**src/rtl/instr_fetch_unit_if.sv**
```systemverilog
// Fetch-stage bus bundle: instruction-memory read channel plus the IF/ID handshake.
// master = fetch unit side, slave = memory / decode side.
interface instr_fetch_unit_if #(
    parameter int XLEN = 64,
    parameter int ILEN = 32
);
    logic            imem_req;
    logic [XLEN-1:0] imem_addr;
    logic            imem_gnt;
    logic            imem_rvalid;
    logic [ILEN-1:0] imem_rdata;

    logic            id_valid;
    logic            id_ready;
    logic [ILEN-1:0] id_instr;
    logic [XLEN-1:0] id_pc;

    modport master (
        output imem_req, imem_addr, id_valid, id_instr, id_pc,
        input  imem_gnt, imem_rvalid, imem_rdata, id_ready
    );

    modport slave (
        input  imem_req, imem_addr, id_valid, id_instr, id_pc,
        output imem_gnt, imem_rvalid, imem_rdata, id_ready
    );
endinterface

```
**src/rtl/instr_fetch_unit.sv**
```systemverilog
// Instruction-fetch stage: credit-limited in-order imem reads, a PC tag queue and a
// small {pc, instr} buffer feeding decode; flush turns in-flight reads into drops.
module instr_fetch_unit #(
    parameter int XLEN  = 64,
    parameter int ILEN  = 32,
    parameter int DEPTH = 2
) (
    input  logic            clk,
    input  logic            reset,
    input  logic [XLEN-1:0] pc_in,
    output logic            pc_advance,
    input  logic            flush,
    instr_fetch_unit_if.master fu
);
    localparam int AW = $clog2(DEPTH);
    localparam int CW = $clog2(DEPTH) + 1;
    localparam logic [ILEN-1:0] NOP = ILEN'(32'h00000013);

    logic [CW-1:0] outstanding;
    logic [CW-1:0] drop_cnt;
    logic [CW-1:0] count;
    logic [CW:0]   used;

    logic [XLEN-1:0] tag_mem   [DEPTH];
    logic [XLEN-1:0] buf_pc    [DEPTH];
    logic [ILEN-1:0] buf_instr [DEPTH];
    logic [AW-1:0]   tag_wr, tag_rd;
    logic [AW-1:0]   buf_wr, buf_rd;

    logic accept;
    logic rsp_drop;
    logic rsp_take;
    logic pop;

    always_comb begin
        used        = {1'b0, outstanding} + {1'b0, drop_cnt} + {1'b0, count};
        fu.imem_req = reset & ~flush & (used < (CW+1)'(DEPTH));
        fu.imem_addr = pc_in;
        accept      = fu.imem_req & fu.imem_gnt;
        pc_advance  = accept;
        rsp_drop    = fu.imem_rvalid & (drop_cnt != '0);
        rsp_take    = fu.imem_rvalid & (drop_cnt == '0) & (outstanding != '0);
        fu.id_valid = (count != '0);
        fu.id_pc    = fu.id_valid ? buf_pc[buf_rd]    : '0;
        fu.id_instr = fu.id_valid ? buf_instr[buf_rd] : NOP;
        pop         = fu.id_valid & fu.id_ready;
    end

    always_ff @(posedge clk) begin
        if (!reset) begin
            outstanding <= '0;
            drop_cnt    <= '0;
            count       <= '0;
            tag_wr      <= '0;
            tag_rd      <= '0;
            buf_wr      <= '0;
            buf_rd      <= '0;
        end else if (flush) begin
            // Every read still owed by memory becomes a drop; a response arriving
            // this very cycle has already settled one of them.
            drop_cnt    <= drop_cnt + outstanding - CW'(rsp_drop | rsp_take);
            outstanding <= '0;
            count       <= '0;
            tag_wr      <= '0;
            tag_rd      <= '0;
            buf_wr      <= '0;
            buf_rd      <= '0;
        end else begin
            outstanding <= outstanding + CW'(accept) - CW'(rsp_take);
            drop_cnt    <= drop_cnt - CW'(rsp_drop);
            count       <= count + CW'(rsp_take) - CW'(pop);
            if (accept)   tag_wr <= tag_wr + 1'b1;
            if (rsp_take) tag_rd <= tag_rd + 1'b1;
            if (rsp_take) buf_wr <= buf_wr + 1'b1;
            if (pop)      buf_rd <= buf_rd + 1'b1;
        end
    end

    always_ff @(posedge clk) begin
        if (accept)
            tag_mem[tag_wr] <= pc_in;
        if (rsp_take) begin
            buf_pc[buf_wr]    <= tag_mem[tag_rd];
            buf_instr[buf_wr] <= fu.imem_rdata;
        end
    end
endmodule

```
**src/flat_wrapper.sv**
```systemverilog
// flat-port wrapper written by rule: the top's interface ports become plain ports
module instr_fetch_unit_flat 
#(
    parameter int XLEN  = 64,
    parameter int ILEN  = 32,
    parameter int DEPTH = 2
)
  (clk, reset, pc_in, pc_advance, flush, fu_imem_req, fu_imem_addr, fu_id_valid, fu_id_instr, fu_id_pc, fu_imem_gnt, fu_imem_rvalid, fu_imem_rdata, fu_id_ready);
  instr_fetch_unit_if #(.XLEN(XLEN), .ILEN(ILEN)) fu_i ();
  input  logic clk;
  input  logic reset;
  input  logic [XLEN-1:0] pc_in;
  output logic pc_advance;
  input  logic flush;
  output wire logic [$bits(fu_i.imem_req)-1:0] fu_imem_req;
  output wire logic [$bits(fu_i.imem_addr)-1:0] fu_imem_addr;
  output wire logic [$bits(fu_i.id_valid)-1:0] fu_id_valid;
  output wire logic [$bits(fu_i.id_instr)-1:0] fu_id_instr;
  output wire logic [$bits(fu_i.id_pc)-1:0] fu_id_pc;
  input wire logic [$bits(fu_i.imem_gnt)-1:0] fu_imem_gnt;
  input wire logic [$bits(fu_i.imem_rvalid)-1:0] fu_imem_rvalid;
  input wire logic [$bits(fu_i.imem_rdata)-1:0] fu_imem_rdata;
  input wire logic [$bits(fu_i.id_ready)-1:0] fu_id_ready;
  assign fu_imem_req = fu_i.imem_req;
  assign fu_imem_addr = fu_i.imem_addr;
  assign fu_id_valid = fu_i.id_valid;
  assign fu_id_instr = fu_i.id_instr;
  assign fu_id_pc = fu_i.id_pc;
  assign fu_i.imem_gnt = fu_imem_gnt;
  assign fu_i.imem_rvalid = fu_imem_rvalid;
  assign fu_i.imem_rdata = fu_imem_rdata;
  assign fu_i.id_ready = fu_id_ready;
  instr_fetch_unit #(.XLEN(XLEN), .ILEN(ILEN), .DEPTH(DEPTH)) u_core (.clk(clk), .reset(reset), .pc_in(pc_in), .pc_advance(pc_advance), .flush(flush), .fu(fu_i));
endmodule
```
**config.mk**
```make
export PLATFORM = sky130hd
export DESIGN_NAME = instr_fetch_unit_flat
export DESIGN_NICKNAME = d
export VERILOG_FILES = /design/src/rtl/instr_fetch_unit_if.sv /design/src/rtl/instr_fetch_unit.sv /design/src/flat_wrapper.sv
export SDC_FILE = /design/constraint.sdc
export NUM_CORES = 1
export LEC_CHECK = 0
export BUFFER_PORTS_ARGS = -buffer_cell sky130_fd_sc_hd__buf_2
export CAP_MARGIN = 20
export CORE_ASPECT_RATIO = 1.1
export CORE_UTILIZATION = 40
export CTS_CLUSTER_SIZE = 12
export DETAILED_ROUTE_END_ITERATION = 10
export GPL_ROUTABILITY_DRIVEN = 0
export PLACE_DENSITY = 0.71
export SYNTH_ARGS = -nofsm -noshare
export SYNTH_HDL_FRONTEND = slang
export SYNTH_SLANG_ARGS = --single-unit
```
**constraint.sdc**
```tcl
create_clock -name clk -period 14 [get_ports clk]
set_input_delay 1.4 -clock clk [delete_from_list [all_inputs] [get_ports clk]]
set_output_delay 1.4 -clock clk [all_outputs]
set_load 0.02 [all_outputs]
```
==> flow_summary.toml <==
[power]
p_switching_w = 0.0004416
pwr-share-comb_pct = 6.0
p_leak_nw = 5.552
power_frac_seq_pct = 54.3
p_sw_share_pct = 21.14
p_per_area_nw_per_um2 = 135.7
internal_power_w = 0.001648
power_frac_clock_pct = 39.7
vdd.ir_drop.worst_uv = 94.82

[drt]
vias = 6697
first_iter_violations = 261
postRouteAntennaNets = 0
wire_per_inst_um = 17.10
vias_per_cell = 4.730
drc_errors = 0
routed_wl_um = 24210
dr.pass1.iters = 4

[min_path]
hold_class = "register to register"
hold_depth = 2
hold_start = "u_core.tag_rd"

[floorplanning]
die_h_um = 191.5
pin_count = 265
row_count = 69
die-area_um2 = 33380
dieWidth_um = 174.3
start_util_pct = 40.56
core-area_um2 = 32200

[clock_network]
cts_tree = "yes"
postCtsHoldBufs = 0
clk_pin_slew_ps = 60
cts-root-buf = "clkbuf_16"
cts_buffer_depth = 3
post_cts_resized = 0
cts_setup_buffers = 0
cts.sinks = 332
clock_latency_ps = 500
cts_made_buffers = 36
h-tree-depth = 2

[timing]
hold_viol_final = 0
skew_ps = 10.13
postLayoutSetupSlackWorst_ps = 9848
setup-violations-final = 0
period_share_pct = 29.66
slew-limit-headroom_pct = 26.35
maxSlewViolCount = 0
fmax_ghz = 0.2409
min_period_ps = 4152
rsz0062_at_grt = "false"
tightest_slew_ps = 1105
tns_ps = 0

[logic_synthesis]
ys.warnings.count = 0
avgSynthCellArea_um2 = 17.26
synth_edf_count = 320
async_flop_share_pct = 0
syn_nets = 869
netlist_instances = 757
synth_seq_cells = 332
yosysSeqAreaShare_pct = 75.40
ys_types = 39
synth_area_um2 = 13060
synth_ff_type = "edfxtp_1"

[critical_path]
arrival_ps = 2750
r2r_setup_slack_ps = 10650
critPathLaunchType = "register"
worstPathRequired_ps = 12600
worstReg2RegStart = "u_core.drop_cnt[1]"
regToRegEndpoint = "u_core.tag_mem[0][60]"
crit_type = "register to output port"
critical_path.endpoint_type = "output port"
path_max_fanout = 13
rr_worst_depth = 9

[global_routing]
grt_pass1_wl_um = 35910
track_usage_pct = 14.12
gr-total-overflow = 0
grt_antenna_before_repair = 2
grt_max_degree = 95
grt_pass1_vias = 6654

[run_status]
status = "complete, no violations"

[placed_design]
dp_hpwl_um = 14430
portBuffers = 264
dp_worst_setup_slack_ps = 10130

[finish]
nets = 1085
drive_gt1_share_pct = 39.53
nFillCells = 2750
area_growth_pct = 17.89

[run]
cap_violations = 0
-- Yosys cell counts, drive strengths merged (2+ instances only) --
| cell | n | share of area [%] |
|---|---|---|
| inv | 14 | 0.40 |
| and2 | 6 | 0.29 |
| a21oi | 2 | 0.077 |
| edfxtp | 320 | 74 |
| mux2i | 97 | 7.4 |
| nor2 | 100 | 2.9 |
| ha | 9 | 0.86 |
| o21ai | 4 | 0.18 |
| xnor2 | 5 | 0.34 |
| xor2 | 2 | 0.13 |
| nand2 | 8 | 0.23 |
| buf | 88 | 4.8 |
| clkbuf | 6 | 0.18 |
| mux2 | 64 | 5.5 |
| nor2b | 2 | 0.096 |
| dfxtp | 12 | 1.8 |
-- power by group through the flow --
stage	sequential, W	combinational (W)	clock [W]
after floorplan	0.00115	0.0000901	0
after global placement	0.00115	0.000122	0
after detailed placement	0.00116	0.000126	0
after CTS	0.00114	0.000126	0.000853
after global routing	0.00114	0.000138	0.000888
final	0.00114	0.000126	0.000829
-- cells by family after synthesis --
group                    Yosys count  synth area share, %
AO/OA/AOI/OAI                     13               0.6706
XOR/XNOR                           7               0.4694
adder cells (fa/ha/maj)           10                1.015
buffers and inverters            108                5.393
flip-flops                       332                75.40
multiplexers                     161                12.95
AND/OR/NAND/NOR                  126                4.100
-- final cells by class --
class | instances | area, um2 | share of cell area (%)
Inverter | 14 | 52.55 | 0.3412
Sequential cell | 332 | 9857 | 64.01
Antenna cell | 1 | 2.502 | 0.01625
Tap cell | 426 | 533.0 | 3.461
Clock buffer | 45 | 955.9 | 6.207
Multi-Input combinational cell | 317 | 2532 | 16.44
Timing Repair Buffer | 272 | 1414 | 9.181
Clock inverter | 9 | 52.55 | 0.3412
-- flip-flops by register name (all words and copies together) (netlist names), named ones only --
signal / count
u_core.buf_wr: 1
u_core.tag_mem: 128
u_core.buf_pc: 128
u_core.buf_rd: 1
u_core.buf_instr: 64
u_core.tag_rd: 1
u_core.drop_cnt: 2
u_core.outstanding: 2
u_core.tag_wr: 1
u_core.count: 2
-- layout by cell type (no fill, tap or decap), drive strengths merged --
| master | count |
|---|---|
| nor4 | 1 |
| o21ai | 4 |
| fa | 1 |
| nor2b | 2 |
| o2111ai | 1 |
| ha | 9 |
| or4 | 1 |
| edfxtp | 320 |
| and2b | 1 |
| a211oi | 1 |
| o31a | 1 |
| nor3b | 1 |
| xnor2 | 5 |
| xor2 | 2 |
| a21oi | 2 |
| nand3 | 1 |
| a21o | 1 |
| mux2 | 64 |
| nor3 | 1 |
| mux2i | 97 |
| inv | 14 |
| nor2 | 100 |
| nand3b | 1 |
| nand2b | 1 |
| clkbuf | 45 |
| nand2 | 8 |
| and2 | 6 |
| a31oi | 1 |
| diode | 1 |
| o21a | 1 |
| dfxtp | 12 |
| or2 | 1 |
| clkinv | 8 |
| nor4bb | 1 |
| o31ai | 1 |
| clkinvlp | 1 |
| buf | 272 |
-- stage by stage --
stage / instance area [um2] / std cells / total power [W] / utilization, % / hold WS (ps)
2_1_floorplan: 13060 / 757 / 0.001244 / - / 446.0
5_1_grt: 15400 / 1416 / 0.002163 / 47.82 / 524.6
6_report: 15400 / 1416 / 0.002089 / 47.82 / 490.9
4_1_cts: 15350 / 1413 / 0.002115 / 47.67 / 488.8
3_3_place_gp: 14340 / 1359 / 0.001276 / 44.54 / 465.5
3_5_place_dp: 14340 / 1359 / 0.001281 / 44.54 / 480.2
-- worst max-delay path by stage --
stage               slack [ps]  cells after the start                      end          startpoint
detailed placement       10130                      5    u_core.tag_mem[0][56]               flush
floorplan                 2590                      3            u_core.buf_wr      fu_imem_rvalid
finish                    9850                      8               pc_advance  u_core.drop_cnt[1]
global route              9670                      8               pc_advance  u_core.drop_cnt[1]
CTS                       9600                      4              fu_id_pc[5]            register
global placement         10150                      5  u_core.buf_instr[1][22]      fu_imem_rvalid
-- routing by layer --
| metal | up-vias | GRT usage (%) | wire [um] |
|---|---|---|---|
| met3 | 37 | 3.103 | 1147 |
| met4 | 2 | 4.960 | 462 |
| met1 | 3307 | 16.46 | 9755 |
| met5 | - | 0 | 17 |
| met2 | 189 | 25.51 | 12830 |
| li1 | 3162 | - | - |
-- critical path: stages (launching register included) --
cell     delay [ps]
dfxtp_1         570
inv_1           110
fa_1            510
inv_1            40
ha_1            290
nor3b_2         180
nand3_1         230
inv_1           140
buf_2           170
No activity file was read; power rests on OpenSTA's default activity.
